===== src/rtl/weighted_round_robin.sv =====
// Weighted round-robin scheduler: walks a programmable slot table and forwards
// the pop word of the channel owning each slot, or zero if that channel is empty.
module weighted_round_robin #(
  parameter int unsigned NUM_SLOTS = 64,
  parameter int unsigned DATA_W    = 4
) (
  input  logic                   clk0,
  input  logic                   rst,
  input  logic                   enb,
  input  logic                   init,
  input  logic [2*NUM_SLOTS-1:0] tester_input,
  input  logic [DATA_W-1:0]      pop_vchannel0,
  input  logic [DATA_W-1:0]      pop_vchannel1,
  input  logic [DATA_W-1:0]      pop_vchannel2,
  input  logic [DATA_W-1:0]      pop_vchannel3,
  input  logic                   empty_vchannel0,
  input  logic                   empty_vchannel1,
  input  logic                   empty_vchannel2,
  input  logic                   empty_vchannel3,
  output logic [DATA_W-1:0]      wghtd_output
);

  localparam int unsigned PTR_W = (NUM_SLOTS > 1) ? $clog2(NUM_SLOTS) : 1;

  logic [PTR_W-1:0]  ptr;
  logic [1:0]        tbl [NUM_SLOTS];
  logic [1:0]        ch_c;
  logic [DATA_W-1:0] pop_sel_c;
  logic              empty_sel_c;

  // Channel owning the current slot and its FIFO status
  always_comb begin
    ch_c        = tbl[ptr];
    pop_sel_c   = '0;
    empty_sel_c = 1'b1;
    case (ch_c)
      2'd0: begin pop_sel_c = pop_vchannel0; empty_sel_c = empty_vchannel0; end
      2'd1: begin pop_sel_c = pop_vchannel1; empty_sel_c = empty_vchannel1; end
      2'd2: begin pop_sel_c = pop_vchannel2; empty_sel_c = empty_vchannel2; end
      default: begin pop_sel_c = pop_vchannel3; empty_sel_c = empty_vchannel3; end
    endcase
  end

  // Table load takes precedence over service; an empty slot is still consumed
  always_ff @(posedge clk0 or negedge rst) begin
    if (!rst) begin
      ptr          <= '0;
      wghtd_output <= '0;
      for (int k = 0; k < NUM_SLOTS; k++) tbl[k] <= 2'(k);
    end else if (init) begin
      ptr          <= '0;
      wghtd_output <= '0;
      for (int k = 0; k < NUM_SLOTS; k++) tbl[k] <= tester_input[2*k +: 2];
    end else if (enb) begin
      wghtd_output <= empty_sel_c ? '0 : pop_sel_c;
      ptr          <= (ptr == PTR_W'(NUM_SLOTS - 1)) ? '0 : ptr + PTR_W'(1);
    end
  end

endmodule


===== config.mk =====
export PLATFORM = sky130hd
export DESIGN_NAME = weighted_round_robin
export DESIGN_NICKNAME = d
export VERILOG_FILES = /design/src/rtl/weighted_round_robin.sv
export SDC_FILE = /design/constraint.sdc
export NUM_CORES = 1
export LEC_CHECK = 0
export ABC_AREA = 1
export CAP_MARGIN = 25
export CORE_MARGIN = 4
export CORE_UTILIZATION = 50
export DETAILED_ROUTE_END_ITERATION = 7
export GPL_TIMING_DRIVEN = 0
export HOLD_SLACK_MARGIN = 0.02
export PLACE_DENSITY = 0.79
export REMOVE_ABC_BUFFERS = 1
export SYNTH_ARGS = -nofsm -noshare
export SYNTH_HDL_FRONTEND = slang
export SYNTH_SLANG_ARGS = --single-unit
export TNS_END_PERCENT = 10

===== constraint.sdc =====
create_clock -name clk0 -period 5.8 [get_ports clk0]
set_clock_uncertainty 0.05 [all_clocks]
set_input_delay 1.45 -clock clk0 [delete_from_list [all_inputs] [get_ports clk0]]
set_output_delay 1.45 -clock clk0 [all_outputs]
set_load 0.1 [all_outputs]

==> impl_metrics.toml, run 1 <==
[status]
run_status = "completed"

[place]
place_congestion = 0.8096
dp_slack_ns = 2.446
placed_cells = 1223
hpwlAfterDp_mm = 11.88
port_buffers = 155

[drt]
wl_mm = 17.97
post_drt_wl_per_cell_um = 14.32
number_of_drc_markers_after_the_initial_detailed_route_iteration = 433
vias = 6345
antenna_left = 0
vias_per_cell = 5.056
drc_errors = 0
drtPass1Iterations = 5

[critical_path]
critical_path_buf_inv_count = 1
reg2reg_slack_ns = 2.42
critical_path.max_stage_delay_ns = 1.15
crit_path_top_delay_cell = "clkdlybuf4s50_1"
largest_delay_contributor_family_on_the_critical_path = "buffers and inverters"
worst_setup_startpoint = "wghtd_output[0]"
path_cells = "clkdlybuf4s50_1"
reg2regPathDepth = 17
crit_end = "wghtd_output[0]"
worst-endpoint-arrival_ns = 1.93
worst-setup-path-type = "flip-flop to primary output"
regToRegStartpoint = "ptr[1]"
timing.critical_path.required_ns = 4.30
crit_path_max_fanout = 2
critical_path.reg2reg.endpoint = "wghtd_output[0]"
worstSetupStartpointType = "flip-flop"
critical_path_cell_count = 1
worstSetupEndpointType = "primary output"

[cells_and_area]
final_layout_size_suffix_gt1_frac = 0.1066
most-common-layout-cells = "nand2_1, clkdlybuf4s50_1, nand3_1"
instances_no_fill = 1255
mostFrequentLayoutCell = "nand2_1"
finalCoreUtilization = 0.6786
diodes = 0
area.growth.synth_to_final_pct = 31.12
finish.net_count = 1219

[timing]
timing.final.hold_violations = 0
worstMarginPinSlew_ns = 0.9991
setup_ws_ns = 2.372
final-max-slew-violation-count = 0
final_critical_delay_including_setup_and_external_delays_ns = 3.428
fin_crit_sh = 0.5911
finalSetupViolations = 0
relSlewSlack = 0.3318
maxClockFrequency_mhz = 291.7
grt_setup_unrepaired = "false"

[die]
dieHeight_um = 125.8
top_level_ports = 156
floorplan.die.width_um = 125.8
floorplan.initialDensity = 0.5176
area_enclosed_by_the_die_boundary_um2 = 15820
design.core.area_um2 = 13400
floorplan.rows = 42

[grt]
grt_pass1_vias = 6217
grt_first_pass_wirelength_mm = 29.84
grt_start_max_net_pins = 111
grt_overflow_total = 0
grt_antenna_before_repair = 0
grtUsageTotal = 0.2310

[clocking]
tritoncts_num_sinks = 138
htree_num_levels = 4
cts_buffers = 17
cts_post_setup_buffers_inserted = 0
max-clock-path-buffers = 2
clkSlewWorstSetupHoldPaths_ns = 0.06
tritoncts = "done"
clkLatencyLatePin_ns = 0.42
postCtsHoldBufs = 0
cts.repair.resized = 0
cts_root_buffer = "clkbuf_16"

[power]
p_leak_nw = 4.441
ir_worst_vdd_uv = 181.6
power_density_cells_nw_per_um2 = 338.9
fin_total_pwr_mw = 3.082

[synthesis]
synthesis.yosys.warnings = 0
synth_cells = 940
netlist-cell-type-count = 28
syn-mean-instance-area_um2 = 7.378
mappedNetlistArea_um2 = 6935
seq_area_frac_synth = 0.5095
ys_ff_latch = 138

[hold_path]
min_path_type = "flip-flop to flip-flop"
min_path_cells = 2

[flow_run]
maxCapViolCount = 0
-- kinds of logic (layout without fill, tap and decap cells) --
kind of cell	Yosys count	in the layout	synth area share
flip-flops	138	138	0.5095
AO/OA/AOI/OAI	89	89	0.06585
buffers and inverters	142	281	0.08966
adder cells (fa/ha/maj)	1	1	0.001804
AND/OR/NAND/NOR	570	570	0.3332
-- report_power, final --
| group | total, mW | switching, mW | internal, mW |
|---|---|---|---|
| Clock | 1.02 | 0.394 | 0.628 |
| Combinational | 0.890 | 0.558 | 0.333 |
| Sequential | 1.17 | 0.0852 | 1.08 |
-- per-layer routing --
metal	up-vias	share of wire	track usage
li1	3168	-	-
met1	2982	0.44	0.2995
met2	169	0.49	0.3883
met3	26	0.056	0.05673
met4	0	0.016	0.06562
met5	-	0	0
-- worst min path at each step --
stage	to	slack, ns	from
floorplan	tbl[101]	0.39	tbl[101]
global placement	tbl[112]	0.40	tbl[112]
detailed placement	tbl[105]	0.40	tbl[105]
CTS	tbl[105]	0.41	tbl[105]
global route	tbl[92]	0.42	tbl[92]
finish	tbl[105]	0.41	tbl[105]
-- through the flow --
step                      TNS, ns  hold slack (ns)  cell area, um^2
after detailed placement        0           0.4041             8536
after global routing            0           0.4211             9094
after CTS                       0           0.4128             9094
final                           0           0.4079             9094
after global placement    -588.12           0.4007             8428
after floorplan                 0           0.3922             6656
-- state kept, by name, summed over array words and instances, names as in the netlist --
| register | cells |
|---|---|
| tbl | 128 |
| ptr | 6 |
| wghtd_output | 4 |
-- synthesized netlist by cell type, drive strengths merged --
master,instances,area [um^2]
buf,25,177.7
a31oi,1,6.260
ha,1,12.51
nand3,99,495.5
nor2,11,56.30
a211oi,1,7.510
nand2,452,1712
nand4,4,25.02
dfrtp,74,1852
nand3b,1,7.510
clkbuf,27,101.4
nor3,3,15.01
clkinv,1,3.750
inv,89,339.1
a21oi,11,58.81
o21ai,75,375.4
a22o,1,8.760
dfstp,64,1682
-- final cells by class --
| cell class | count | area [um^2] |
|---|---|---|
| timing repair buffer | 159 | 1657 |
| clock inverter | 9 | 70.07 |
| multi-input combinational | 660 | 2780 |
| fill | 1173 | 4307 |
| tap | 176 | 220.2 |
| sequential | 138 | 3535 |
| clock buffer | 23 | 488.0 |
| inverter | 90 | 344.1 |
No activity file was read; power rests on OpenSTA's default activity.
==> run 2, diff against run 1 <==
==> constraint.sdc (replaced) <==
create_clock -name clk0 -period 3.19 [get_ports clk0]
set_clock_uncertainty 0.05 [all_clocks]
set_input_delay 0.7975 -clock clk0 [delete_from_list [all_inputs] [get_ports clk0]]
set_output_delay 0.7975 -clock clk0 [all_outputs]
set_load 0.1 [all_outputs]
==> impl_metrics.toml, run 2 (same netlist as run 1, synthesis figures left out) <==
[timing]
maxClockFrequency_mhz = 344.3
final-max-slew-violation-count = 0
timing.final.hold_violations = 0
setup_ws_ns = 0.2858
finalSetupViolations = 0
final_critical_delay_including_setup_and_external_delays_ns = 2.904
final.setup.tns_ns = 0
grt_setup_unrepaired = "false"
relSlewSlack = 0.3340
worstMarginPinSlew_ns = 0.9959
fin_crit_sh = 0.9104

[grt]
grt_antenna_before_repair = 0
grt_pass1_vias = 6243
grtUsageTotal = 0.2333
grt_first_pass_wirelength_mm = 30.06
grt_overflow_total = 0
grt_start_max_net_pins = 111

[place]
hpwlAfterDp_mm = 11.88
port_buffers = 155
dp_slack_ns = -0.1645
place_congestion = 0.8096

[drt]
drc_errors = 0
drtPass1Iterations = 5
vias_per_cell = 5.025
vias = 6317
number_of_drc_markers_after_the_initial_detailed_route_iteration = 522
antenna_left = 0
wl_mm = 18.13
post_drt_wl_per_cell_um = 14.42

[power]
fin_total_pwr_mw = 5.625
p_leak_nw = 4.444
power_density_cells_nw_per_um2 = 616.7
ir_worst_vdd_uv = 333.6

[die]
floorplan.rows = 42
area_enclosed_by_the_die_boundary_um2 = 15820
top_level_ports = 156
dieHeight_um = 125.8
design.core.area_um2 = 13400
floorplan.die.width_um = 125.8
floorplan.initialDensity = 0.5176

[hold_path]
min_path_type = "primary input to asynchronous set/reset pin"

[cells_and_area]
finalCoreUtilization = 0.6807
registers_with_the_highest_flip_flop_counts = "tbl x128, ptr x6, wghtd_output x4"
regMostFlops = "tbl"
mostFrequentLayoutCell = "nand2_1"
finish.net_count = 1221
final_layout_size_suffix_gt1_frac = 0.1101
most-common-layout-cells = "nand2_1, clkdlybuf4s50_1, nand3_1"
largest_register_ff_count = 128
diodes = 0
area.growth.synth_to_final_pct = 31.52

[clocking]
cts_root_buffer = "clkbuf_16"
clkLatencyLatePin_ns = 0.42
max-clock-path-buffers = 2
tritoncts = "done"
clkSlewWorstSetupHoldPaths_ns = 0.06
tritoncts_num_sinks = 138
htree_num_levels = 4
cts_buffers = 17
postCtsHoldBufs = 0

[status]
run_status = "completed"

[critical_path]
worstSetupEndpointType = "flip-flop"
crit_path_max_fanout = 17
worstSetupStartpointType = "flip-flop"
worst-endpoint-arrival_ns = 3.17
worst-setup-path-type = "flip-flop to flip-flop"
timing.critical_path.required_ns = 3.45

[flow_run]
maxCapViolCount = 0
## run 2: timing repair
action / in CTS / in global routing
cloned: 1 / 0
gates resized for setup: 3 / 3
setup endpoints to repair: 4 / 4
buffers inserted: 0 / 1
## run 2: stage by stage
stage,instances,hold slack [ns],instance area (um^2)
after global routing,1257,0.3266,9121
final,1257,0.2872,9121
after global placement,1219,0.4007,8428
after CTS,1256,0.3061,9106
after floorplan,888,0.3922,6656
after detailed placement,1223,0.4041,8536
## run 2: cell type report
cell class                 instances  area, um^2
inverter                          90       352.8
clock inverter                     9       70.07
multi-input combinational        660        2780
timing repair buffer             160        1664
fill                            1171        4279
clock buffer                      23       488.0
tap                              176       220.2
timing repair inverter             1       7.507
sequential                       138        3538
## run 2: worst paths after layout
path,depth (start not counted),start,end,slack [ns]
setup / recovery,20,ptr[1],wghtd_output[0],0.29
hold / removal,1,rst,tbl[6],0.29
setup reg to reg,20,ptr[1],wghtd_output[0],0.29
hold reg to reg,2,tbl[105],tbl[105],0.41
max in group asynchronous,2,rst,tbl[76],1.99
min in group clk0,2,tbl[105],tbl[105],0.41
## run 2: power by group
part / switching (mW) / total, mW / internal [mW] / leakage [nW]
sequential: 0.164 / 2.14 / 1.98 / 1.58
combinational: 1.02 / 1.63 / 0.610 / 2.57
clock: 0.711 / 1.85 / 1.14 / 0.286
## run 2: metal layers
metal,vias up,wire length [um],GRT usage
li1,3171,-,-
met1,2950,7986,0.3047
met2,174,8880,0.3877
met3,22,976,0.05673
met4,0,286,0.07066
met5,-,0,0
## run 2: critical path: stages, from the launching register on
cell     delay [ns]
dfrtp_2        0.69
buf_16         0.21
nand2_1        0.09
inv_2          0.23
nand2_1        0.08
nand2_1        0.08
inv_1          0.04
nand2_1        0.08
nand2_1        0.06
nand2_1        0.05
inv_1          0.03
nand2_1        0.07
nand2_1        0.05
nand2_1        0.37
inv_2          0.14
nand2_1        0.10
nand2_1        0.05
nand2_1        0.07
nand2_2        0.07
nand3_1        0.10
nand2_1        0.06
==> run 3, diff against run 2 <==
--- a/config.mk
+++ b/config.mk
@@ -5,15 +5,15 @@
 export SDC_FILE = /design/constraint.sdc
 export NUM_CORES = 1
 export LEC_CHECK = 0
-export ABC_AREA = 1
 export CAP_MARGIN = 25
 export CORE_MARGIN = 4
 export CORE_UTILIZATION = 50
 export DETAILED_ROUTE_END_ITERATION = 7
 export GPL_TIMING_DRIVEN = 0
 export HOLD_SLACK_MARGIN = 0.02
-export PLACE_DENSITY = 0.79
+export PLACE_DENSITY = 0.8
 export REMOVE_ABC_BUFFERS = 1
+export SKIP_CTS_REPAIR_TIMING = 1
 export SYNTH_ARGS = -nofsm -noshare
 export SYNTH_HDL_FRONTEND = slang
 export SYNTH_SLANG_ARGS = --single-unit
==> impl_metrics.toml, run 3 <==
[clocking]
htree_num_levels = 4
clkLatencyLatePin_ns = 0.42
max-clock-path-buffers = 2
tritoncts_num_sinks = 138
cts_buffers = 17
cts_root_buffer = "clkbuf_16"
tritoncts = "done"
clkSlewWorstSetupHoldPaths_ns = 0.06

[grt]
grt_first_pass_wirelength_mm = 23.78
grt_overflow_total = 0
grt_antenna_before_repair = 0
grt_pass1_vias = 4686
grt_start_max_net_pins = 105
grtUsageTotal = 0.2078

[cells_and_area]
diodes = 0
area.growth.synth_to_final_pct = 34.72
post-route-cell-area_um2 = 8939
regMostFlops = "tbl"
instances_no_fill = 771
most-common-layout-cells = "clkdlybuf4s50_1, mux2_2, dfrtp_1"
finish.net_count = 739
registers_with_the_highest_flip_flop_counts = "tbl x128, ptr x6, wghtd_output x4"
largest_register_ff_count = 128
final_layout_size_suffix_gt1_frac = 0.4257
mostFrequentLayoutCell = "clkdlybuf4s50_1"
finalCoreUtilization = 0.6970

[synthesis]
synth_top_cells_by_count = "mux2_2, dfrtp_1, dfstp_2, mux4_2"
seq_area_frac_synth = 0.5325
netlist.area_leader.share = 0.2791
syn-mean-instance-area_um2 = 15.50
ys_ff_latch = 138
most_area_hungry_cell_type_in_the_yosys_netlist = "dfrtp_1"
synthesis.yosys.warnings = 0
mappedNetlistArea_um2 = 6635
synth_cells = 428
ys_async_sr_fraction = 1.000
number_of_enable_flip_flop_cells_after_synthesis = 0
synth_area_leaders = "dfrtp_1, dfstp_2, mux2_2"
netlist-cell-type-count = 49
most_repeated_cell_in_the_gate_level_netlist_after_synthesis = "mux2_2"
ys.flop_type = "dfrtp_1"

[place]
place_congestion = 0.7624
placed_cells = 727
dp_slack_ns = -0.4575
hpwlAfterDp_mm = 10.62
port_buffers = 155
placed_cell_area_um2 = 8244

[power]
fin_total_pwr_mw = 4.714
power_density_cells_nw_per_um2 = 527.3
p_leak_nw = 3.473
ir_worst_vdd_uv = 343.2

[die]
floorplan.rows = 41
design.core.area_um2 = 12820
floorplan.die.width_um = 123.2
top_level_ports = 156
dieHeight_um = 123.2
area_enclosed_by_the_die_boundary_um2 = 15180
floorplan.initialDensity = 0.5174

[critical_path]
worst-setup-path-type = "flip-flop to flip-flop"
crit_path_max_fanout = 10
reg2reg_slack_ns = 0.15
worstSetupStartpointType = "flip-flop"
worstSetupEndpointType = "flip-flop"
timing.critical_path.required_ns = 3.45
worst-endpoint-arrival_ns = 3.30

[timing]
relSlewSlack = 0.3258
maxClockFrequency_mhz = 328.6
timing.final.hold_violations = 0
setup_ws_ns = 0.1466
final-max-slew-violation-count = 0
final_critical_delay_including_setup_and_external_delays_ns = 3.043
finalSetupViolations = 0
final.hold.worst_slack_ns = 0.2166
final.setup.tns_ns = 0
worstMarginPinSlew_ns = 1.008
grt_setup_unrepaired = "false"
fin_crit_sh = 0.9540

[flow_run]
maxCapViolCount = 0

[hold_path]
min_path_type = "primary input to asynchronous set/reset pin"

[drt]
drc_errors = 0
wl_mm = 15.29
post_drt_wl_per_cell_um = 19.84
number_of_drc_markers_after_the_initial_detailed_route_iteration = 210
drtPass1Iterations = 4
vias = 4244
antenna_left = 0
vias_per_cell = 5.505

[status]
run_status = "completed"
[run 3: cell families (layout without fill, tap and decap cells)]
| kind of cell | count (synthesis) | in the layout | share of synthesized area |
|---|---|---|---|
| XOR/XNOR | 2 | 2 | 0.002640 |
| AND/OR/NAND/NOR | 37 | 37 | 0.02885 |
| buffers and inverters | 33 | 204 | 0.03696 |
| multiplexers | 179 | 179 | 0.3540 |
| flip-flops | 138 | 138 | 0.5325 |
| adder cells (fa/ha/maj) | 1 | 1 | 0.001885 |
| AO/OA/AOI/OAI | 38 | 38 | 0.04318 |
[run 3: final timing paths]
check / from / to / depth (start not counted)
setup / recovery: ptr[1] / wghtd_output[1] / 6
hold / removal: rst / tbl[87] / 1
setup reg to reg: ptr[1] / wghtd_output[1] / 6
hold reg to reg: tbl[90] / tbl[90] / 1
max in group asynchronous: rst / ptr[1] / 2
min in group clk0: tbl[90] / tbl[90] / 1
[run 3: area by class of cell]
| class | count | area [um^2] |
|---|---|---|
| Inverter | 2 | 7.507 |
| Tap cell | 172 | 215.2 |
| Timing Repair Buffer | 170 | 1739 |
| Multi-Input combinational cell | 257 | 2858 |
| Sequential cell | 138 | 3543 |
| Clock inverter | 11 | 95.09 |
| Fill cell | 878 | 3886 |
| Clock buffer | 21 | 480.5 |
[run 3: metal layers]
layer  track usage  part of all wire
met2        0.3558              0.52
met4       0.09066             0.022
met3       0.03980             0.055
met5             0                 0
met1        0.2568              0.41
[run 3: power breakdown]
| group | switching, mW | total [mW] | internal (mW) | leakage (nW) |
|---|---|---|---|---|
| combinational | 0.291 | 0.760 | 0.470 | 1.64 |
| clock | 0.728 | 1.88 | 1.15 | 0.281 |
| sequential | 0.0933 | 2.08 | 1.98 | 1.55 |
| total | 1.11 | 4.71 | 3.60 | 3.47 |
[run 3: critical path, stage by stage, from the launching register on]
cell and delay, ns:
dfrtp_4 0.52, mux4_1 0.59, mux4_2 0.50, nor3b_2 0.18, a211o_2 0.25, mux4_1 0.62
a22o_1 0.21
==> RTL change 1, RTL diff (settings of run 2) <==
`NUM_SLOTS`: 64 -> 32.
--- a/src/rtl/weighted_round_robin.sv
+++ b/src/rtl/weighted_round_robin.sv
@@ -3,3 +3,3 @@
 module weighted_round_robin #(
-  parameter int unsigned NUM_SLOTS = 64,
+  parameter int unsigned NUM_SLOTS = 32,
   parameter int unsigned DATA_W    = 4
Interface: changed (resized tester_input); port bits go from 156 to 92. No check against the original RTL was run, so the function may have changed too.
==> RTL change 1 against run 2 <==
First-iteration DRC count is 65% lower. Combinational power is 69% lower. Wire length is 49% lower. Count of clock-buffer cells in the layout is 13 lower. Design area is 45% lower. Hold slack better by 130 ps. Final cell count is 42% lower. Setup slack better by 210 ps. Synthesized area is 43% lower. Power is 59% lower. Clock power is 61% lower. Sequential cell count is 65 lower. Critical endpoint is now wghtd_output[2]. Largest cell class unchanged. Largest power group unchanged.
==> RTL change 1: results (changes against run 2) <==
- DR iter-0 viols: 185 (-65%)
- Worst-path clk slew: 80 ps (+20 ps)
- Port bufs: 91 (-41%)
- # nets final: 709 (-42%)
- Leak pwr: 2.430 nW (-45%)
- Adder-Cell Fraction of Synth Area: 0.6367% (+0.46 points)
- Post-synth top cells: 285 x nand2_1, 57 x nand3_1, 41 x dfrtp_1, 32 x dfstp_2, 30 x o21ai_0
- Setup bufs post-CTS: 0 (unchanged)
- Ratio of cells with drive above 1 in the final layout: 10.58% (-0.43 points)
- Largest registers: tbl: 64 flops, ptr: 5 flops, wghtd_output: 4 flops
- RR Startpoint: ptr[0]
- GRT Util Overall: 20.55% (-2.8 points)
- Crit path max fanout: 2 (-15)
- Vias in the first global route: 3577 (-43%)
- Pre-CTS WS: 508.5 ps (+673.0 ps)
- First-pass GRT wire length: 16100 um (-46%)
- Final Instance Area: 4995 um^2 (-45%)
- Root Buffer: clkbuf_8
- CP Launch Point: wghtd_output[2]
- Peak VDD IR: 214.4 uV (-36%)
- Status: completed
- Post-Route WL: 9263 um (-49%)
- Pin count of the biggest net entering global routing: 74 (-33%)
- Crit-path leading delay family: buffers and inverters
- Max incr delay on CP: 1150 ps (+460 ps)
- H-tree levels: 3 (-1)
- Post-Synth XOR/XNOR Area: 0.2229% (+0.22 points)
- GP Congestion: 0.8316 (+2.7%)
- Fillers: 691 (-41%)
- Synth top area cells: nand2_1 27%, dfrtp_1 26%, dfstp_2 21%, nand3_1 7.3%, o21ai_0 3.8%
- Cells on worst reg2reg path: 15 (-25%)
- Syn Area/Cell: 7.211 um^2 (-2.3%)
- Worst setup path end: wghtd_output[2]
- Clock Latency Late Sink: 350 ps (-70 ps)
- Vias: 3657 (-42%)
- DRT Pass-1 Iters: 6 (+1)
- Hold Path Class: register to register
- Slew @ Worst Pin: 981.4 ps (-14.53 ps)
- CTS resizes: 0 (-3)
- Final worst slack: 491.0 ps (+205.3 ps)
- Dpl cell area: 4800 um^2 (-44%)
- Final hold slack: 416.5 ps (+129.3 ps)
- CTS buffer count: 9 (-8)
- Synth warn: 0 (unchanged)
- CP max stage cell: clkdlybuf4s50_1
- Synth Area in Compound Gates: 5.571% (-1.0 points)
- CP Data Arrival Time: 1850 ps (-1320 ps)
- N_diodes: 0 (unchanged)
- Register area share after synthesis: 47.50% (-3.4 points)
- Hpwl dp: 6518 um (-45%)
- Yosys cell types: 24 (-14%)
- DR WL/cell: 12.76 um (-12%)
==> RTL change 1: cell count changes in the layout (fill, tap and decap cells not counted), moves of 17 or more <==
| cell | change |
|---|---|
| clkbuf_16 | -17 |
| clkdlybuf4s50_1 | -64 |
| dfrtp_1 | -32 |
| dfstp_2 | -32 |
| inv_1 | -55 |
| nand2_1 | -163 |
| nand3_1 | -42 |
| o21ai_0 | -44 |
==> RTL change 1: final cells by class <==
type	instances	share of cell area (%)
sequential	73	37.40
clock buffer	10	2.555
clock inverter	6	1.353
tap	102	2.555
inverter	32	2.455
timing repair buffer	92	18.49
multi-input combinational	411	35.20
==> RTL change 1: report_power, final <==
group | switching [mW] | internal, mW
clock network | 0.355 | 0.364
registers | 0.0588 | 1.03
logic | 0.288 | 0.210
total | 0.702 | 1.61
==> RTL change 1: metal layers <==
metal | global-route usage [%] | wire length (um)
met5 | 0 | 0
met4 | 6.587 | 97
met3 | 4.975 | 659
met2 | 33.86 | 4534
met1 | 26.71 | 3973
==> RTL change 2, RTL diff (config.mk and constraints of run 2) <==
Without the edit above. Reset style: synchronous (`rst`), changed in one clocked block.
--- a/src/rtl/weighted_round_robin.sv
+++ b/src/rtl/weighted_round_robin.sv
@@ -44,3 +44,3 @@
   // Table load takes precedence over service; an empty slot is still consumed
-  always_ff @(posedge clk0 or negedge rst) begin
+  always_ff @(posedge clk0) begin
     if (!rst) begin
Check against the original RTL: differs if rst is asserted again (counterexample within 4 cycles, from zero or initial values and one cycle with rst low); with rst held inactive, the same outputs for 10 cycles.
==> RTL change 2 against run 2 <==
Sequential share of layout area up 7.1 points. Highest routed layer unchanged. Count of clock-buffer cells in the layout is 3 lower. Die area fell by 1.6%. Sequential cell count rose by 6. Design area decreased by 0.36%. Wire length is 11% lower. Setup slack improved by 68 ps. Synthesized area down 1.7%. Hold slack gained 130 ps. Critical endpoint is now wghtd_output[2]. Synthesized cell count is 23% lower.
Power is not compared: it rests on default switching activity, and its combinational part moved more than twofold at a synthesized area within 25%.
==> RTL change 2: results (changes against run 2) <==
- Share of async-settable or async-resettable flops after synthesis: 0% (-100 points)
- Worst-path clk slew: 60 ps (about the same)
- Pre-CTS WS: -1375 ps (-1210 ps)
- Synth Instances: 724 (-23%)
- DRT Pass-1 Iters: 6 (+1)
- Final hold slack: 418.0 ps (+130.8 ps)
- Ratio of cells with drive above 1 in the final layout: 13.54% (+2.5 points)
- GP Congestion: 0.9720 (+20%)
- N_diodes: 0 (unchanged)
- Hpwl dp: 10650 um (-10%)
- Post-Route WL: 16120 um (-11%)
- Hold Path Depth: 2
- First-pass GRT wire length: 25860 um (-14%)
- GRT Util Overall: 20.55% (-2.8 points)
- CTS buffer count: 17 (unchanged)
- Synth top area cells: edfxtp_1 56%, nand2_1 12%, nand3_1 8.9%, or2_2 5.9%, dfxtp_1 4.7%
- Placed cells: 1020 (-17%)
- Status: completed
- Pin count of the biggest net entering global routing: 84 (-24%)
- Yosys cell types: 24 (-14%)
- Initial antenna violation count: 0 (unchanged)
- Final max-slew violation count: 0 (unchanged)
- Pint: 3.726 mW
- Register area share after synthesis: 61.09% (+10 points)
- CP Data Arrival Time: 3060 ps (-110 ps)
- Slew @ Worst Pin: 972.7 ps (-23.21 ps)
- Leak pwr: 3.771 nW
- Vias: 5390 (-15%)
- Peak VDD IR: 311.1 uV
- Reg2Reg Setup Slack: 350 ps (+70 ps)
- Crit path max fanout: 64 (+47)
- Root Buffer: clkbuf_16
- Synth warn: 0 (unchanged)
- DRC: 0 (unchanged)
- Dpl cell area: 8464 um^2 (-0.84%)
- RR Endpoint: wghtd_output[2]
- CP Class: register to register
- Post-synth top cells: 212 x nand2_1, 128 x edfxtp_1, 121 x nand3_1, 72 x inv_1, 64 x or2_2
- Hold path endpoint: wghtd_output[3]
- Cells on worst reg2reg path: 16 (-20%)
- EDFF count, synth: 128 (+128)
- DR WL/cell: 15.28 um (+5.9%)
- DR iter-0 viols: 399 (-24%)
- HP Start: wghtd_output[3]
- Hold Path Class: register to register
- Largest registers: tbl: 128 flops, ptr: 6 flops, wghtd_output: 4 flops
- H-tree levels: 4 (unchanged)
- Vias in the first global route: 5470 (-12%)
- Clock Latency Late Sink: 410 ps
- Maximum clock insertion buffer count: 2 (unchanged)
- Port bufs: 155 (unchanged)
[RTL change 2: worst max-delay path by stage]
stage / end / slack [ps] / depth (start not counted)
2_1_floorplan: tbl[0][0] / -1690 / 3
3_3_place_gp: tbl[48][0] / -4660 / 4
3_5_place_dp: register / -1370 / 6
4_1_cts: ptr[4] / 90 / 6
5_1_grt: wghtd_output[0] / 130 / 16
6_report: wghtd_output[2] / 350 / 16
[RTL change 2: logic make-up after synthesis]
family / synth area share, %
AOI/OAI and AO/OA: 0.6607
DFF: 61.09
adders and majority gates: 0.1835
and+or+nand+nor: 30.49
buffers and inverters: 7.581
[RTL change 2: what timing repair did]
item / in CTS / in global routing
setup buffers: 0 / 2
pin swaps: 0 / 0
gates cloned: 1 / 0
resized for setup: 7 / 5
endpoints found under the setup margin: 144 / 44
[RTL change 2: cell type report]
| class | instances | area (um^2) |
|---|---|---|
| Timing Repair Buffer | 161 | 1657 |
| Tap cell | 176 | 220.2 |
| Timing Repair inverter | 1 | 5.005 |
| Inverter | 77 | 305.3 |
| Fill cell | 1024 | 4207 |
| Clock buffer | 20 | 436.7 |
| Sequential cell | 144 | 4168 |
| Multi-Input combinational cell | 464 | 2138 |
| Clock inverter | 12 | 158.9 |
[RTL change 2: critical path, cell delays in order, from the launching register on]
cell	delay, ps
dfxtp_2	640
buf_12	280
inv_6	220
nand2_1	110
nand3_1	90
nand3_1	120
nand2_1	110
nand2_1	90
nand3_1	80
nand3_1	90
nand2_2	190
nor2_2	240
nand2_1	100
nand3_2	90
nor2_4	40
nand2_1	50
a21oi_1	60
[RTL change 2: routing by layer]
metal	GRT usage [%]	up-vias	routed length [um]
met2	36.32	200	8292
met5	0	-	0
met3	4.674	33	1014
met1	24.42	2519	6462
li1	-	2638	-
met4	7.672	0	347
[RTL change 2: power by group through the flow]
stage / combinational (mW) / clock (mW) / sequential (mW)
global route: 0.592 / 2.08 / 2.27
finish: 0.537 / 1.99 / 2.26
detailed placement: 0.533 / 0 / 2.30
floorplan: 0.236 / 0 / 2.31
CTS: 0.540 / 2.00 / 2.26
global placement: 0.501 / 0 / 2.31
